`src/rtl/snoopy_invalidate_controller.sv`:
```
// ==========================================================================
// snoopy_invalidate_controller : MSI snoop-side lookup / flush / state update
// Rev 1.0
// ==========================================================================
`default_nettype none

module snoopy_invalidate_controller #(
  parameter int TAG_WIDTH    = 6,
  parameter int INDEX_WIDTH  = 6,
  parameter int OFFSET_WIDTH = 4,
  parameter int DATA_WIDTH   = 16
) (
  input  logic                                        clock,
  input  logic                                        reset,
  input  logic                                        snoopRequest,
  input  logic [1:0]                                  snoopCommand,
  input  logic [TAG_WIDTH+INDEX_WIDTH+OFFSET_WIDTH-1:0] snoopAddress,
  output logic                                        snoopAck,
  output logic                                        sharedOut,
  output logic                                        flushValid,
  output logic [DATA_WIDTH-1:0]                       flushData,
  output logic [OFFSET_WIDTH-1:0]                     flushOffset,
  input  logic                                        flushReady,
  output logic [INDEX_WIDTH-1:0]                      snoopyIndex,
  output logic [OFFSET_WIDTH-1:0]                     snoopyOffset,
  output logic [TAG_WIDTH-1:0]                        snoopyTagIn,
  output logic [1:0]                                  snoopyStateIn,
  output logic                                        snoopyWriteState,
  input  logic                                        snoopyHit,
  input  logic [1:0]                                  snoopyStateOut,
  input  logic [DATA_WIDTH-1:0]                       snoopyDataOut
);

  localparam logic [1:0] C_INVALID  = 2'b00;
  localparam logic [1:0] C_SHARED   = 2'b01;
  localparam logic [1:0] C_MODIFIED = 2'b10;
  localparam logic [1:0] C_BUS_READ = 2'd0;
  localparam logic [1:0] C_RESERVED = 2'd3;

  typedef enum logic [2:0] {
    IDLE   = 3'd0,
    LOOKUP = 3'd1,
    FLUSH  = 3'd2,
    UPDATE = 3'd3,
    ACK    = 3'd4
  } state_e;

  state_e                   state_q;
  logic [1:0]               cmd_q;
  logic [TAG_WIDTH-1:0]     tag_q;
  logic [INDEX_WIDTH-1:0]   idx_q;
  logic [OFFSET_WIDTH-1:0]  cnt_q;
  logic                     shared_q;
  logic [1:0]               coh_q;
  logic [1:0]               coh_d;
  logic                     line_valid;
  logic                     unused_offset;

  // The word offset in the snoop address is irrelevant: whole lines are handled.
  assign unused_offset = ^snoopAddress[OFFSET_WIDTH-1:0];

  // Encoding 2'b11 is treated as INVALID, so only S and M count as a present line.
  assign line_valid = snoopyHit &&
                      (snoopyStateOut == C_SHARED || snoopyStateOut == C_MODIFIED);

  always_comb begin
    coh_d = C_INVALID;
    if (cmd_q == C_BUS_READ && line_valid)
      coh_d = C_SHARED;
  end

  always_ff @(posedge clock) begin
    if (reset) begin
      state_q  <= IDLE;
      cmd_q    <= '0;
      tag_q    <= '0;
      idx_q    <= '0;
      cnt_q    <= '0;
      shared_q <= 1'b0;
      coh_q    <= '0;
    end else begin
      case (state_q)
        IDLE: begin
          if (snoopRequest) begin
            cmd_q    <= snoopCommand;
            tag_q    <= snoopAddress[TAG_WIDTH+INDEX_WIDTH+OFFSET_WIDTH-1 -: TAG_WIDTH];
            idx_q    <= snoopAddress[INDEX_WIDTH+OFFSET_WIDTH-1 -: INDEX_WIDTH];
            shared_q <= 1'b0;
            state_q  <= (snoopCommand == C_RESERVED) ? ACK : LOOKUP;
          end
        end
        LOOKUP: begin
          if (!line_valid) begin
            shared_q <= 1'b0;
            state_q  <= ACK;
          end else begin
            shared_q <= 1'b1;
            coh_q    <= coh_d;
            if (snoopyStateOut == C_MODIFIED) begin
              cnt_q   <= '0;
              state_q <= FLUSH;
            end else if (coh_d != snoopyStateOut) begin
              state_q <= UPDATE;
            end else begin
              state_q <= ACK;
            end
          end
        end
        FLUSH: begin
          if (flushReady) begin
            cnt_q <= cnt_q + 1'b1;
            if (&cnt_q)
              state_q <= UPDATE;
          end
        end
        UPDATE:  state_q <= ACK;
        ACK:     state_q <= IDLE;
        default: state_q <= IDLE;
      endcase
    end
  end

  assign snoopAck         = (state_q == ACK);
  assign sharedOut        = (state_q == ACK) && shared_q;
  assign flushValid       = (state_q == FLUSH);
  assign flushData        = (state_q == FLUSH) ? snoopyDataOut : '0;
  assign flushOffset      = cnt_q;
  assign snoopyOffset     = cnt_q;
  assign snoopyIndex      = idx_q;
  assign snoopyTagIn      = tag_q;
  assign snoopyWriteState = (state_q == UPDATE);
  assign snoopyStateIn    = (state_q == UPDATE) ? coh_q : 2'b00;

endmodule

`default_nettype wire

```
`config.mk`:
```
export PLATFORM = sky130hd
export DESIGN_NAME = snoopy_invalidate_controller
export DESIGN_NICKNAME = d
export VERILOG_FILES = /design/src/rtl/snoopy_invalidate_controller.sv
export SDC_FILE = /design/constraint.sdc
export NUM_CORES = 1
export LEC_CHECK = 0
export ABC_CLOCK_PERIOD_IN_PS = 2000
export CAP_MARGIN = 10
export CORE_UTILIZATION = 35
export CTS_CLUSTER_DIAMETER = 200
export CTS_CLUSTER_SIZE = 25
export DETAILED_ROUTE_END_ITERATION = 8
export PLACE_DENSITY = 0.79
export SETUP_SLACK_MARGIN = 0.1
export SYNTH_ARGS = -nofsm -noshare
export SYNTH_HDL_FRONTEND = slang
export SYNTH_SLANG_ARGS = --single-unit
```
`constraint.sdc`:
```
create_clock -name clock -period 2 [get_ports clock]
set_clock_uncertainty 0.2 [all_clocks]
set_input_delay 0.2 -clock clock [delete_from_list [all_inputs] [get_ports clock]]
set_output_delay 0.2 -clock clock [all_outputs]
set_load 0.01 [all_outputs]
```
=== Word-level counts from Yosys, hierarchy flattened ===
Cells that the tools add are included.

* Flip-flop bits (word level): 24
* Input bits: 41
* Word-level logic and storage cells: 53

* Add/subtract/negate cells: 1
* Eq/ne operators: 13
* Multiplexer cells: 18
* Reductions and logical operators: 14

{| class="wikitable"
|+ Operators with widths
! cell !! number
|-
| 3-bit 2-to-1 mux || 7
|-
| 16-bit 2-to-1 mux || 1
|-
| 4-bit 2-to-1 mux || 3
|-
| 3-bit case mux with 4 select lines || 1
|-
| 4-bit case mux with 2 select lines || 1
|-
| 4-bit AND reduction || 2
|-
| 3-bit by 2-bit == test with 1-bit output, second input constant || 2
|-
| 2-bit != test, second input constant || 3
|-
| 2-bit AND reduction || 3
|-
| 4-bit by 1-bit adder with 4-bit output, second input constant || 1
|-
| 2-bit == test, second input constant || 2
|-
| 2-bit by 1-bit != test with 1-bit output, second input constant || 2
|-
| 2-bit nonzero test || 2
|-
| 3-bit by 1-bit == test with 1-bit output, second input constant || 1
|-
| 3-bit == test, second input constant || 1
|-
| 1-bit logical AND || 3
|-
| 3-bit zero test || 1
|-
| 1-bit 2-to-1 mux || 3
|-
| 3-bit AND reduction || 1
|-
| 2-bit by 1-bit == test with 1-bit output, second input constant || 1
|-
| 2-bit zero test || 1
|-
| 2-bit 2-to-1 mux || 1
|-
| 2-bit != test || 1
|-
| 1-bit case mux with 2 select lines || 1
|-
| 1-bit logical OR || 1
|}

=== Longest topological paths before layout ===
* Word-level depth: 10
* Gate-level depth with buffers: 5

=== Worst setup path before layout ===
No wires, ideal clock.

* Path kind: reg2out
* From: reg state_q[2]
* To: out flushData[10]
* Data arrival time: 1.287 ns
* Path slack: 0.313 ns
* Cell stages (with the launch flop): 5
* Buffers on the path: 1
* Cells stage by stage: dfxtp_1 or3b_4 inv_1 buf_2 and2_1

* Word-level cells in the longest chain between the ends: 2

{| class="wikitable"
|+ Ends and longest elaborated chain
! element !! RTL line !! RTL
|-
| start: declaration || 48 || <nowiki>state_e state_q;</nowiki>
|-
| start signal: assignment || 89 || <nowiki>state_q <= (snoopCommand == C_RESERVED) ? ACK : LOOKUP;</nowiki>
|-
| 3-bit by 2-bit == test with 1-bit output || - ||
|-
| named net flushValid || 20 || <nowiki>output logic flushValid,</nowiki>
|-
| 16-bit 2-to-1 mux || 126 || <nowiki>assign flushData = (state_q == FLUSH) ? snoopyDataOut : '0;</nowiki>
|-
| end: declaration || 21 || <nowiki>output logic [DATA_WIDTH-1:0] flushData,</nowiki>
|}

The timed path passes the listed nets, and every way through them passes these cells.

=== Worst setup path after layout ===
* From: reg state_q[1]
* To: out flushData[9]

* Word-level cells in the longest chain between the ends: 2

{| class="wikitable"
|+ Ends and longest elaborated chain
! element !! RTL line
|-
| 3-bit by 2-bit == test with 1-bit output || 126
|-
| 16-bit 2-to-1 mux || 126
|}

No other way between the ends.

==> impl_metrics.xml <==
<?xml version="1.0" encoding="UTF-8"?>
<metrics>
  <group name="run_status">
    <metric name="outcome" unit="">finished, final reports clean</metric>
  </group>
  <group name="finish">
    <metric name="area_growth" unit="%">66.40</metric>
    <metric name="diodes" unit="">0</metric>
    <metric name="layout.cells.most_common" unit="">sky130_fd_sc_hd__clkdlybuf4s50_1</metric>
    <metric name="drive_gt1_share" unit="%">19.15</metric>
    <metric name="final_util" unit="%">61.16</metric>
    <metric name="layout.cells.most_common_list" unit="">sky130_fd_sc_hd__clkdlybuf4s50_1 (56), sky130_fd_sc_hd__nand2_1 (30), sky130_fd_sc_hd__dfxtp_1 (22)</metric>
    <metric name="finish.net_count" unit="">279</metric>
    <metric name="finish.cell_count_without_fillers" unit="">281</metric>
  </group>
  <group name="clocking">
    <metric name="cts_tree" unit="">built</metric>
    <metric name="clock-sinks" unit="">23</metric>
    <metric name="htreeDepth" unit="">1</metric>
    <metric name="later_pin_clock_latency_in_the_skew_report" unit="ns">0.30</metric>
    <metric name="root_buffer" unit="">sky130_fd_sc_hd__clkbuf_4</metric>
    <metric name="clk_pin_slew" unit="ns">0.13</metric>
    <metric name="cts-buffers-inserted" unit="">3</metric>
    <metric name="cts_buffer_depth" unit="">2</metric>
  </group>
  <group name="setup_path">
    <metric name="cp_cell_sequence" unit="">or3b_4 &gt; inv_4 &gt; buf_12 &gt; and2_1 &gt; buf_2</metric>
    <metric name="timing.critical_path.required" unit="ns">1.60</metric>
    <metric name="critPathKind" unit="">register to output port</metric>
    <metric name="worst_setup_start_kind" unit="">register</metric>
    <metric name="critPathSlowestCell" unit="">sky130_fd_sc_hd__or3b_4</metric>
    <metric name="worst_r2r_path_depth" unit="">5</metric>
    <metric name="critical_path.max_stage_delay" unit="ns">0.40</metric>
    <metric name="arrival" unit="ns">1.49</metric>
    <metric name="path_delay_family" unit="">simple AND/OR/NAND/NOR gates</metric>
    <metric name="path_buf_inv" unit="">3</metric>
    <metric name="rrSetupSlack" unit="ns">0.32</metric>
    <metric name="reg2reg_from" unit="">state_q[2]</metric>
    <metric name="path_depth" unit="">5</metric>
    <metric name="critical_path.max_fanout" unit="">17</metric>
    <metric name="crit-reg2reg-capture" unit="">snoopyTagIn[3]</metric>
    <metric name="cp-end-kind" unit="">output port</metric>
  </group>
  <group name="global_route">
    <metric name="first_global_vias" unit="">1057</metric>
    <metric name="antenna_violations_before_repair" unit="">0</metric>
    <metric name="wire_length_of_the_first_global_routing_pass" unit="um">4629</metric>
    <metric name="grt_max_degree" unit="">22</metric>
    <metric name="globalRouteTotalUtil" unit="%">15.93</metric>
    <metric name="globalRoute.totalOverflow" unit="">0</metric>
  </group>
  <group name="synthesis">
    <metric name="postSynthCellCount" unit="">153</metric>
    <metric name="synth_compound_gate_area_share" unit="%">16.40</metric>
    <metric name="postSynth.asyncResetShare" unit="%">0</metric>
    <metric name="share_of_the_yosys_chip_area_belonging_to_registers" unit="%">37.25</metric>
    <metric name="synth_ff_type" unit="">sky130_fd_sc_hd__dfxtp_1</metric>
    <metric name="synth.largest_area_cell" unit="">sky130_fd_sc_hd__dfxtp_1</metric>
    <metric name="yosys-top-cells-area" unit="">sky130_fd_sc_hd__dfxtp_1 (37%), sky130_fd_sc_hd__and2_1 (9.1%), sky130_fd_sc_hd__nand2_1 (9.1%)</metric>
    <metric name="yosys_warnings" unit="">0</metric>
    <metric name="syn_nets" unit="">196</metric>
    <metric name="synth_enable_flop_cells" unit="">0</metric>
    <metric name="multiplexer_share_of_the_synthesized_area" unit="%">0</metric>
    <metric name="synthXorXnorAreaFrac" unit="%">0</metric>
    <metric name="synth.avg_cell_area" unit="sq um">8.080</metric>
    <metric name="mappedNetlistArea" unit="sq um">1236</metric>
    <metric name="yosys.area_share.adder" unit="%">2.024</metric>
    <metric name="synth_seq_cells" unit="">23</metric>
    <metric name="dominant_combinational_cell_family_by_area_after_synthesis" unit="">simple AND/OR/NAND/NOR gates</metric>
    <metric name="ys_types" unit="">39</metric>
    <metric name="proportion_of_netlist_area_held_by_the_largest_area_contributor" unit="%">37.25</metric>
    <metric name="synth_simple_gate_area_share" unit="%">36.84</metric>
  </group>
  <group name="routing">
    <metric name="route.detailed.drc" unit="">0</metric>
    <metric name="first_pass_iters" unit="">4</metric>
    <metric name="vias_per_cell" unit="">4.730</metric>
    <metric name="finalWirelength" unit="um">3097</metric>
    <metric name="first_iter_violations" unit="">14</metric>
    <metric name="route.antenna.remaining_nets" unit="">0</metric>
    <metric name="route.vias.total" unit="">1329</metric>
    <metric name="routed_wire_length_per_instance" unit="um">11.02</metric>
  </group>
  <group name="hold_path">
    <metric name="timing.hold.worst.class" unit="">input port to register</metric>
    <metric name="min_from" unit="">snoopAddress[15]</metric>
    <metric name="worstHoldPathCells" unit="">3</metric>
    <metric name="min_to" unit="">snoopyTagIn[5]</metric>
  </group>
  <group name="run">
    <metric name="timing.max_cap.violations" unit="">0</metric>
  </group>
  <group name="placement">
    <metric name="place_inst" unit="">276</metric>
    <metric name="io_buffer_count" unit="">77</metric>
    <metric name="gp_routability_congestion" unit="">0.7642</metric>
    <metric name="place_hpwl" unit="um">2407</metric>
  </group>
  <group name="pwr">
    <metric name="post-layout-total-power" unit="mW">1.002</metric>
    <metric name="leakagePower" unit="nW">0.8680</metric>
    <metric name="power-per-cell-area" unit="nW/um^2">487.2</metric>
    <metric name="vdd_drop_max" unit="mV">0.3369</metric>
  </group>
  <group name="die">
    <metric name="rows" unit="">21</metric>
    <metric name="boundaryPins" unit="">83</metric>
    <metric name="fp.dieArea" unit="sq um">3774</metric>
    <metric name="fp.dieW" unit="um">61.43</metric>
    <metric name="core_region_area" unit="sq um">3363</metric>
    <metric name="dieHeight" unit="um">61.43</metric>
    <metric name="start_util" unit="%">36.76</metric>
  </group>
  <group name="timing">
    <metric name="grt_setup_unrepaired" unit="">true</metric>
    <metric name="fin_crit" unit="ns">1.892</metric>
    <metric name="timing.final.max_slew_violations" unit="">0</metric>
    <metric name="setup_violating_endpoint_count_in_the_final_report" unit="">0</metric>
    <metric name="finalCritPeriodShare" unit="%">94.59</metric>
    <metric name="fmax" unit="MHz">528.6</metric>
    <metric name="hold_viol" unit="">0</metric>
  </group>
</metrics>
what timing repair did:
item,in CTS,in global routing
endpoints found under the hold margin,0,0
hold buffers,0,0
buffers inserted,1,0
gates resized for setup,75,1
endpoints found under the setup margin,21,19
per-stage QoR:
stage               setup TNS [ns]  area [sq um]  hold slack, ns  worst slack, ns
floorplan                        0          1236          0.1360           0.3133
global placement                 0          2093          0.2430          0.02136
detailed placement        -0.01091          2093          0.2455         -0.01091
CTS                              0          2056          0.2203          0.09631
global route                     0          2057          0.2250          0.01478
finish                           0          2057          0.2259           0.1083
area by class of cell:
cell class,instances,area (sq um)
fillers,324,1306
repair buffers,91,808.3
multi-input cells,115,691.9
flip-flops and latches,23,461.7
well taps,46,57.56
clock buffers,3,22.52
inverters,2,10.01
clock inverters,1,5.005
cell usage after synthesis (2+ instances only):
cell and number:
sky130_fd_sc_hd__a211oi_1 2, sky130_fd_sc_hd__a21oi_1 20, sky130_fd_sc_hd__and2_1 18, sky130_fd_sc_hd__and3b_1 3
sky130_fd_sc_hd__buf_2 4, sky130_fd_sc_hd__buf_4 5, sky130_fd_sc_hd__clkbuf_1 2, sky130_fd_sc_hd__dfxtp_1 23
sky130_fd_sc_hd__ha_1 2, sky130_fd_sc_hd__inv_1 2, sky130_fd_sc_hd__nand2_1 30, sky130_fd_sc_hd__nand3_1 4
sky130_fd_sc_hd__nand3b_1 2, sky130_fd_sc_hd__nor2_1 2, sky130_fd_sc_hd__nor2b_1 3, sky130_fd_sc_hd__o211ai_1 3
sky130_fd_sc_hd__o21ai_0 3, sky130_fd_sc_hd__or2_2 3, sky130_fd_sc_hd__or3_1 2
worst min-delay path, delay by kind of cell:
kind            cells  cell delay (ns)
compound gates      1             0.05
buf+inv             1             0.39
simple gates        1             0.05
worst max path at each step:
stage,startpoint,to,slack (ns)
final,state_q[1],flushData[9],0.11
after global routing,state_q[1],flushData[10],0.01
after CTS,state_q[1],flushData[4],0.1
after global placement,state_q[2],flushData[8],0.02
after floorplan,state_q[2],flushData[10],0.31
after detailed placement,state_q[1],flushData[4],-0.01
power breakdown:
group | total (mW) | leakage, nW | switching, mW | internal, mW
Clock | 0.215 | 0.0177 | 0.140 | 0.0745
Sequential | 0.501 | 0.188 | 0.0154 | 0.485
Combinational | 0.287 | 0.662 | 0.116 | 0.170
Total | 1.00 | 0.868 | 0.272 | 0.730
kinds of logic after synthesis:
kind of cell	Yosys count
compound gates	34
fa+ha+maj	2
buf+inv	15
flops	23
other cells	1
simple gates	78
layer usage:
layer  vias to the layer above  routed length (um)  part of all wire, %  track usage, %
li1                        683                   -                    -               -
met1                       588                1339                   43           21.67
met2                        58                1337                   43           26.40
met3                         0                 420                   14           3.992
met4                         0                   0                    0           1.905
met5                         -                   0                    0               0
registers in the layout, indices dropped and copies added, names as in the netlist:
name         cells
snoopyIndex      6
shared_q         1
snoopyTagIn      6
coh_q            1
state_q          3
cmd_q            2
flushOffset      4
No activity file was read; power rests on OpenSTA's default activity.
